**src/rtl/game_pkg.sv**
```systemverilog
// Shared definitions for the tile-matching game: mode codes and the
// active-low 7-segment patterns shown on HEX0 for each mode digit.
// Also used by the VGA and scoring blocks.
package game_pkg;

    typedef enum logic [2:0] {
        MODE_MENU        = 3'd0,
        MODE_INGAME      = 3'd1,
        MODE_ENDGAME     = 3'd2,
        MODE_PAUSED      = 3'd3,
        MODE_LEVELUP     = 3'd4,
        MODE_LEADERBOARD = 3'd5
    } mode_e;

    // Active-low segments, bit order {g,f,e,d,c,b,a}.
    localparam logic [6:0] SEG_0 = 7'b1000000;
    localparam logic [6:0] SEG_1 = 7'b1111001;
    localparam logic [6:0] SEG_2 = 7'b0100100;
    localparam logic [6:0] SEG_3 = 7'b0110000;
    localparam logic [6:0] SEG_4 = 7'b0011001;
    localparam logic [6:0] SEG_5 = 7'b0010010;

    // Codes 6 and 7 never occur; they display as MENU.
    function automatic logic [6:0] mode_seg(input mode_e m);
        case (m)
            MODE_MENU:        mode_seg = SEG_0;
            MODE_INGAME:      mode_seg = SEG_1;
            MODE_ENDGAME:     mode_seg = SEG_2;
            MODE_PAUSED:      mode_seg = SEG_3;
            MODE_LEVELUP:     mode_seg = SEG_4;
            MODE_LEADERBOARD: mode_seg = SEG_5;
            default:          mode_seg = SEG_0;
        endcase
    endfunction

endpackage

```
**src/rtl/key_edge_detect.sv**
```systemverilog
// Rising-edge detector for one debounced, level-sensitive key.
// The key is registered once (key_s) and again (key_q); rise is high for one
// cycle after the first edge that samples the key high. A held key fires once.
// Ports:
//   clk   in  system clock
//   rst   in  synchronous active-high reset, clears key history
//   key   in  debounced key level
//   rise  out one-cycle pulse on a sampled 0->1 transition
module key_edge_detect (
    input  logic clk,
    input  logic rst,
    input  logic key,
    output logic rise
);

    logic key_s;
    logic key_q;

    always_ff @(posedge clk) begin
        if (rst) begin
            key_s <= 1'b0;
            key_q <= 1'b0;
        end else begin
            key_s <= key;
            key_q <= key_s;
        end
    end

    assign rise = key_s & ~key_q;

endmodule

```
**src/rtl/game_mode_ctrl.sv**
```systemverilog
// Top-level game-mode sequencer: MENU -> INGAME <-> PAUSED, level progression
// through LEVELUP, ENDGAME, and a leaderboard screen with timeout.
// All outputs are registered and decoded from the next mode, so they change
// on the same edge as mode.
// Ports:
//   CLOCK_50      in  system clock
//   userquit      in  synchronous active-high reset
//   keytobegin    in  start/confirm key (debounced level)
//   keypause      in  pause toggle key (debounced level)
//   levelCleared  in  board cleared, from in-game logic
//   gameOver      in  loss condition, from in-game logic
//   ingameOn      out high only in INGAME
//   levelStart    out one-cycle pulse on entry to INGAME from MENU or LEVELUP
//   gameWon       out high in ENDGAME reached by clearing the final level
//   level         out current level, 0-based
//   mode          out current mode code
//   hex0holder    out active-low 7-segment pattern of the mode digit
module game_mode_ctrl #(
    parameter int NUM_LEVELS  = 4,
    parameter int LEVELUP_CYC = 50_000_000,
    parameter int LB_TIMEOUT  = 250_000_000,
    parameter int LVL_W       = (NUM_LEVELS > 1) ? $clog2(NUM_LEVELS) : 1
) (
    input  logic             CLOCK_50,
    input  logic             userquit,
    input  logic             keytobegin,
    input  logic             keypause,
    input  logic             levelCleared,
    input  logic             gameOver,
    output logic             ingameOn,
    output logic             levelStart,
    output logic             gameWon,
    output logic [LVL_W-1:0] level,
    output logic [2:0]       mode,
    output logic [6:0]       hex0holder
);

    import game_pkg::*;

    // One counter serves both timed modes; it is cleared on every mode change.
    localparam int CNT_MAX = (LEVELUP_CYC > LB_TIMEOUT) ? LEVELUP_CYC : LB_TIMEOUT;
    localparam int CNT_W   = (CNT_MAX > 1) ? $clog2(CNT_MAX) : 1;

    localparam logic [CNT_W-1:0] LU_LAST  = CNT_W'(LEVELUP_CYC - 1);
    localparam logic [CNT_W-1:0] LB_LAST  = CNT_W'(LB_TIMEOUT - 1);
    localparam logic [LVL_W-1:0] LVL_LAST = LVL_W'(NUM_LEVELS - 1);

    mode_e            state;
    mode_e            next;
    logic [CNT_W-1:0] cnt;
    logic             begin_rise;
    logic             pause_rise;
    logic             lvl_inc;
    logic             lvl_clr;
    logic             won_set;
    logic             won_clr;
    logic             start;

    key_edge_detect u_begin_edge (
        .clk  (CLOCK_50),
        .rst  (userquit),
        .key  (keytobegin),
        .rise (begin_rise)
    );

    key_edge_detect u_pause_edge (
        .clk  (CLOCK_50),
        .rst  (userquit),
        .key  (keypause),
        .rise (pause_rise)
    );

    always_comb begin
        next    = state;
        lvl_inc = 1'b0;
        lvl_clr = 1'b0;
        won_set = 1'b0;
        won_clr = 1'b0;
        start   = 1'b0;
        case (state)
            MODE_MENU: begin
                if (begin_rise) begin
                    next    = MODE_INGAME;
                    lvl_clr = 1'b1;
                    won_clr = 1'b1;
                    start   = 1'b1;
                end
            end
            MODE_INGAME: begin
                // A loss in the same cycle as a clear still counts as a loss.
                if (gameOver) begin
                    next    = MODE_ENDGAME;
                    won_clr = 1'b1;
                end else if (levelCleared) begin
                    if (level == LVL_LAST) begin
                        next    = MODE_ENDGAME;
                        won_set = 1'b1;
                    end else begin
                        next = MODE_LEVELUP;
                    end
                end else if (pause_rise) begin
                    next = MODE_PAUSED;
                end
            end
            MODE_PAUSED: begin
                // Resuming is not a new level start, so no levelStart pulse.
                if (pause_rise) next = MODE_INGAME;
            end
            MODE_LEVELUP: begin
                if (cnt == LU_LAST) begin
                    next    = MODE_INGAME;
                    lvl_inc = 1'b1;
                    start   = 1'b1;
                end
            end
            MODE_ENDGAME: begin
                if (begin_rise) next = MODE_LEADERBOARD;
            end
            MODE_LEADERBOARD: begin
                if (begin_rise || cnt == LB_LAST) begin
                    next    = MODE_MENU;
                    lvl_clr = 1'b1;
                    won_clr = 1'b1;
                end
            end
            default: next = MODE_MENU;
        endcase
    end

    always_ff @(posedge CLOCK_50) begin
        if (userquit) begin
            state      <= MODE_MENU;
            cnt        <= '0;
            level      <= '0;
            gameWon    <= 1'b0;
            ingameOn   <= 1'b0;
            levelStart <= 1'b0;
            hex0holder <= SEG_0;
        end else begin
            state <= next;
            if (next != state || !(state == MODE_LEVELUP || state == MODE_LEADERBOARD))
                cnt <= '0;
            else
                cnt <= cnt + CNT_W'(1);
            if (lvl_clr)
                level <= '0;
            else if (lvl_inc)
                level <= level + LVL_W'(1);
            if (won_clr)
                gameWon <= 1'b0;
            else if (won_set)
                gameWon <= 1'b1;
            ingameOn   <= (next == MODE_INGAME);
            levelStart <= start;
            hex0holder <= mode_seg(next);
        end
    end

    assign mode = state;

endmodule
```
**config.mk**
```make
export PLATFORM = sky130hd
export DESIGN_NAME = game_mode_ctrl
export DESIGN_NICKNAME = d
export VERILOG_FILES = /design/src/rtl/game_pkg.sv /design/src/rtl/key_edge_detect.sv /design/src/rtl/game_mode_ctrl.sv
export SDC_FILE = /design/constraint.sdc
export NUM_CORES = 1
export LEC_CHECK = 0
export CAP_MARGIN = 30
export CORE_AREA = 2 2 66 68
export CTS_CLUSTER_SIZE = 12
export DETAILED_ROUTE_END_ITERATION = 10
export DIE_AREA = 0 0 68 70
export GPL_ROUTABILITY_DRIVEN = 0
export PLACE_DENSITY = 0.78
export SETUP_SLACK_MARGIN = 0.02
export SYNTH_ARGS = -nofsm -noshare
export SYNTH_HDL_FRONTEND = slang
export SYNTH_SLANG_ARGS = --single-unit
```
**constraint.sdc**
```tcl
create_clock -name CLOCK_50 -period 2.75 [get_ports CLOCK_50]
set_clock_uncertainty 0.1 [all_clocks]
set_input_delay 0.275 -clock CLOCK_50 [delete_from_list [all_inputs] [get_ports CLOCK_50]]
set_output_delay 0.275 -clock CLOCK_50 [all_outputs]
set_load 0.005 [all_outputs]
```
# Yosys cells after proc, flatten, opt, wreduce, memory -nomap -nowiden
# Cells that the tools add are included.
[word_totals]
wordCells = 62
out_inout_bits = 15
inputBits = 6
register_bits = 47
[op_classes]
addsub = 2
eq_ne = 14
n_reduce_logical = 8
n_mux = 23
bitwise_logic = 4
[ops]
columns = ["op", "count"]
rows = [
  ["$pmux 7 s5", 1],
  ["$add 28x1->28 const B", 1],
  ["$eq 28x26->1 const B", 1],
  ["$eq 28x28->1 const B", 1],
  ["$mux 3", 9],
  ["$pmux 3 s6", 1],
  ["$eq 3x2->1 const B", 4],
  ["$eq 3x3->1 const B", 4],
  ["$mux 1", 9],
  ["$eq 3x1->1 const B", 2],
  ["$reduce_or 2->1", 3],
  ["$pmux 1 s2", 2],
  ["$logic_not 3->1", 1],
  ["$logic_or 1x1->1", 3],
  ["$ne 3x3->1", 1],
  ["$pmux 1 s3", 1],
  ["$add 2x1->2 const B", 1],
  ["$and 1x1->1", 2],
  ["$eq 2x2->1 const B", 1],
  ["$not 1->1", 2],
  ["$logic_not 1->1", 1],
]

# Longest topological paths before layout
[logic_depth]
word_depth = 9
depth_mapped = 7
mapped_depth_nobuf = 6

# Modules after synthesis
# Synthesis repeated with hierarchy kept, for this count alone.
[unflattened]
cells_unflattened = 236
area_unflattened_um2 = 2313.5
[modules_own_cells]
columns = ["module", "cells_each", "area_each_um2", "n_inst", "seq_area_each_um2"]
rows = [
  ["game_mode_ctrl", 226, 2190.9, 1, 840.8],
  ["key_edge_detect", 5, 61.3, 2, 40.0],
]

# Least setup slack after synthesis
# No wires, ideal clock.
[synth_timing]
kind = "reg-to-reg"
start = "register cnt[0]"
end = "register hex0holder[4]"
arrival_ns = 1.907
period_less_slack_ns = 2.141
path_slack_ns = 0.609
stages_incl_launch_ff = 8
n_path_buf = 1
setup_time_ns = 0.134
t_required_ns = 2.516
path_cell_list = "dfxtp_1 -> ha_1 -> and3_1 -> nand4_1 -> or4_4 -> a21oi_4 -> buf_6 -> a31oi_1"
[synth_between]
elab_chain_cells = 6
elab_cells_between_ends = 12
classes_between = "eq/ne (7); mux (4); reduce/logical (1)"
[synth_rtl]
columns = ["item", "line", "rtl"]
rows = [
  ["start: declaration", "game_mode_ctrl.sv:50", "logic [CNT_W-1:0] cnt;"],
  ["start signal: assignment", "game_mode_ctrl.sv:144", "cnt <= cnt + CNT_W'(1);"],
  ["$eq 28x28->1", "game_mode_ctrl.sv:120", "if (begin_rise || cnt == LB_LAST) begin"],
  ["$logic_or 1x1->1", "game_mode_ctrl.sv:120", ""],
  ["$mux 3", "game_mode_ctrl.sv:120", ""],
  ["$pmux 3 s6 *", "game_mode_ctrl.sv:80", "case (state)"],
  ["$eq 3x3->1, or another cell as far along", "game_pkg.sv:25", "case (m)"],
  ["$pmux 7 s5 *", "game_pkg.sv:25", ""],
  ["end signal: assignment", "game_mode_ctrl.sv:155", "hex0holder <= mode_seg(next);"],
  ["end: declaration", "game_mode_ctrl.sv:35", "output logic [6:0] hex0holder"],
]
# Mark *: on every way between the ends. The rest lies on a longest branch, timed or not.
# A chain may end at the register's enable or synchronous reset.

# Final worst setup path
[layout_timing]
start = "register cnt[0]"
end = "register cnt[5]"
[layout_between]
elab_chain_cells = 7
elab_cells_between_ends = 10
classes_between = "add/sub (1); eq/ne (3); mux (3); reduce/logical (3)"
[layout_rtl]
columns = ["item", "line", "rtl"]
rows = [
  ["$eq 28x28->1", "game_mode_ctrl.sv:120", ""],
  ["$logic_or 1x1->1", "game_mode_ctrl.sv:120", ""],
  ["$mux 3", "game_mode_ctrl.sv:120", ""],
  ["$pmux 3 s6", "game_mode_ctrl.sv:80", ""],
  ["$ne 3x3->1", "game_mode_ctrl.sv:141", "if (next != state || !(state == MODE_LEVELUP || state == MODE_LEADERBOARD))"],
  ["$logic_or 1x1->1", "game_mode_ctrl.sv:141", ""],
  ["$reduce_or 2->1 (no line)", "n/a", ""],
]
# Parallel ways exist; a longest one is shown, timed or not.

==> results.md <==
- RSZ-0062 raised after global routing: false
- Fmax: 427 MHz
- CP endpoint kind: flop
- Core area: 0.00414 sq mm
- EDFF count, synth: 0
- Layout area overhead: 15.4%
- Clk Latency, worst-skew pair: 0.30 ns
- Most used routing layer: met2
- Routed wire length: 4610 um
- Crit path launch type: flop
- Met1 global-route usage: 25.4%
- Post-CTS Hold Fix Bufs: 0
- Sequential power share: 53.8%
- Internal: 1.01 mW
- Share of cells above drive strength 1: 6.72%
- Met2 global-route usage: 36.4%
- Via count: 1793
- ANT nets after route: 0
- Routed vias/inst: 5.88
- Combinational power share: 6.2%
- M3 GR Usage: 5.15%
- CP max FO: 33
- Net Count, Synth: 246
- FF-to-FF setup slack: 0.41 ns
- Worst Hold Launch: cnt[0]$_SDFF_PP0_
- Top Ports: 21
- CTS max path bufs: 2
- Post-DR wirelength/cell: 15.1 um
- Initial DRC count: 70
- DP HPWL: 3090 um
- Number of buffers inserted during clock tree synthesis: 5
- Clock slew at reported path FFs: 0.08 ns
- Tot Pwr: 1.28 mW
- Initial antenna violation count: 0
- Worst reg2reg startpoint: cnt[0]$_SDFF_PP0_
- Hold Path Depth: 1
- Clk root buf: clkbuf_8
- # port buffers: 20
- Worst r2r path cells: 7
- Die X: 68 um
- Pwr/cell area: 511 mW/mm^2
- Synth cell types: 37
- Row Count: 24
- Hold Violations, Final: 0
- Status: complete, no violations
- Max Cap Viol: 0
- Hold Crit Class: flop to flop
- Critical path required time: 2.82 ns
- Crit path time final: 2.34 ns
- Worst path bufs/invs: 1
- Final setup fails: 0
- Ys flop type: dfxtp_1
- Slowest stage cell, crit path: or4_4
- CP delay by family, top: simple AND/OR/NAND/NOR gates
- Flops & latches, synth: 46
- Crit path kind: flop to flop
- Post-synth ARST share: 0%
- Post-Layout Cell Count: 305
- First-pass GRT wire length: 7810 um
- Layout fillers: 384
- Vias in the first global route: 1768
- DRC Markers: 0
- Initial Util: 52.2%
- Rel. slew slack: 59.8%
- Final Cycle Share: 85.1%
- Total GRT Usage: 21.3%
- Antenna cell count: 0
- Crit path depth: 7
- Die area: 0.00476 sq mm
- Cell breakdown of the critical path: ha_1 > and3_1 > nand4_1 > or4_4 > a21oi_4 > buf_12 > a211oi_1
- CTS Sinks: 46
- Maximum vdd drop: 0.000397 V
- H-tree depth: 2
- Switching part of the total: 21.1%
- First-pass detailed-route iteration total: 4
- Fin Setup TNS: 0 ns
- Pleak: 0.732 nW
- Clk network pwr share: 40.0%
- Mapped cell area: 0.00216 sq mm
- CP Data Arrival Time: 2.41 ns
- Chip Height: 70 um
- Setup bufs post-CTS: 0
- Worst Tran Pin Value: 0.602 ns
- Syn avg cell area: 9.09 sq um
- CTS tree: yes
- Placed Instances: 298
- Resized cells post-CTS: 0
- Largest net degree at the start of global routing: 34
- Synth Instances: 238
- Nets: 261
- Synth warn: 0
- Setup crit start: cnt[0]$_SDFF_PP0_
- Critical Path Max Stage Delay: 0.59 ns
- Fin. max-slew vios: 0
- Share of the yosys chip area belonging to registers: 42.5%
- Switching power total: 0.269 mW
- Grt total ovfl: 0
-- sequential cells by signal, summed over array words and instances (netlist names), 2 cells and up --
signal      cells
cnt            28
hex0holder      6
mode            3
level           2
-- through the flow --
stage	worst slack (ns)	area, sq um	util, %	hold slack, ns
after floorplan	0.609	2160	-	0.289
after global placement	0.480	2390	57.6	0.326
after detailed placement	0.415	2390	57.6	0.340
after CTS	0.401	2500	60.3	0.352
after global routing	0.261	2500	60.3	0.380
final	0.409	2500	60.3	0.350
-- logic make-up after synthesis --
kind of cell	after synthesis	share of synthesized area, %
xor+xnor	27	10.9
flops	46	42.5
compound gates	46	15.6
buf+inv	24	5.55
fa+ha+maj	2	1.16
mux	2	0.925
simple gates	91	23.3
-- cell usage in the layout (no fill, tap or decap), drive strengths merged, types with 2 or more instances in the layout --
| cell type | synthesis | final |
|---|---|---|
| nand3 | 10 | 10 |
| nor4b | 2 | 2 |
| clkdlybuf4s50 | 0 | 20 |
| inv | 7 | 7 |
| nor2 | 14 | 14 |
| clkbuf | 11 | 6 |
| nor4 | 12 | 12 |
| nor3b | 2 | 2 |
| dfxtp | 46 | 46 |
| a211oi | 29 | 29 |
| xnor2 | 23 | 23 |
| buf | 6 | 5 |
| mux2i | 2 | 2 |
| nor3 | 11 | 11 |
| o21ai | 2 | 2 |
| and4 | 2 | 2 |
| xor2 | 4 | 4 |
| ha | 2 | 2 |
| o311ai | 2 | 2 |
| a21oi | 8 | 8 |
| and3 | 6 | 6 |
| nor2b | 4 | 4 |
| nand2 | 14 | 14 |
| and2 | 2 | 2 |
| nand4 | 8 | 8 |
-- power by group through the flow --
stage	sequential [mW]	combinational [mW]	clock [mW]
2_1_floorplan	0.699	0.0442	0
3_3_place_gp	0.703	0.0774	0
3_5_place_dp	0.703	0.0791	0
4_1_cts	0.687	0.0795	0.518
5_1_grt	0.690	0.0856	0.539
6_report	0.687	0.0788	0.511
-- worst reg2reg max path: cells and delay by family, from the launching register on --
family | cells | cell delay (ns)
adders and majority gates | 1 | 0.23
buffers and inverters | 1 | 0.21
and+or+nand+nor | 3 | 1.02
AOI/OAI and AO/OA | 2 | 0.30
DFF | 1 | 0.36
-- final cells by class --
| type | instances | area, sq um | share of cell area [%] |
|---|---|---|---|
| Clock buffer | 6 | 82.6 | 3.30 |
| Sequential cell | 46 | 921 | 36.9 |
| Inverter | 7 | 26.3 | 1.05 |
| Multi-Input combinational cell | 168 | 1120 | 45.0 |
| Clock inverter | 1 | 30.0 | 1.20 |
| Timing Repair Buffer | 25 | 250 | 10.0 |
| Tap cell | 52 | 65.1 | 2.60 |
-- Yosys cell counts, types with 2 or more instances --
cell type / instances / area, sq um
nor3_1: 11 / 55.1
mux2i_1: 2 / 20.0
buf_4: 2 / 15.0
nand3_1: 10 / 50.1
and2_1: 2 / 12.5
buf_6: 3 / 33.8
xnor2_1: 23 / 201
dfxtp_1: 46 / 921
a211oi_1: 29 / 218
nand4_1: 8 / 50.1
ha_1: 2 / 25.0
o311ai_0: 2 / 17.5
xor2_1: 4 / 35.0
and4_1: 2 / 17.5
nor4_1: 12 / 75.1
and3_1: 6 / 37.5
inv_1: 7 / 26.3
o21ai_0: 2 / 10.0
clkbuf_1: 11 / 41.3
nor2_1: 14 / 52.6
nor2b_1: 4 / 25.0
a21oi_1: 7 / 35.0
nand2_1: 14 / 52.6
nor3b_1: 2 / 15.0
-- path summary, 6_finish.rpt --
kind	endpoint
setup / recovery	cnt[5]$_SDFF_PP0_
hold / removal	cnt[0]$_SDFF_PP0_
setup reg to reg	cnt[5]$_SDFF_PP0_
hold reg to reg	cnt[0]$_SDFF_PP0_
-- layer usage --
metal | share of wire (%) | up-vias | routed length (um)
li1 | - | 903 | -
met4 | 1.5 | 0 | 68
met2 | 52 | 42 | 2400
met3 | 4.0 | 5 | 184
met1 | 43 | 843 | 1960
met5 | 0 | - | 0
Power figures use the tool's default switching activity.
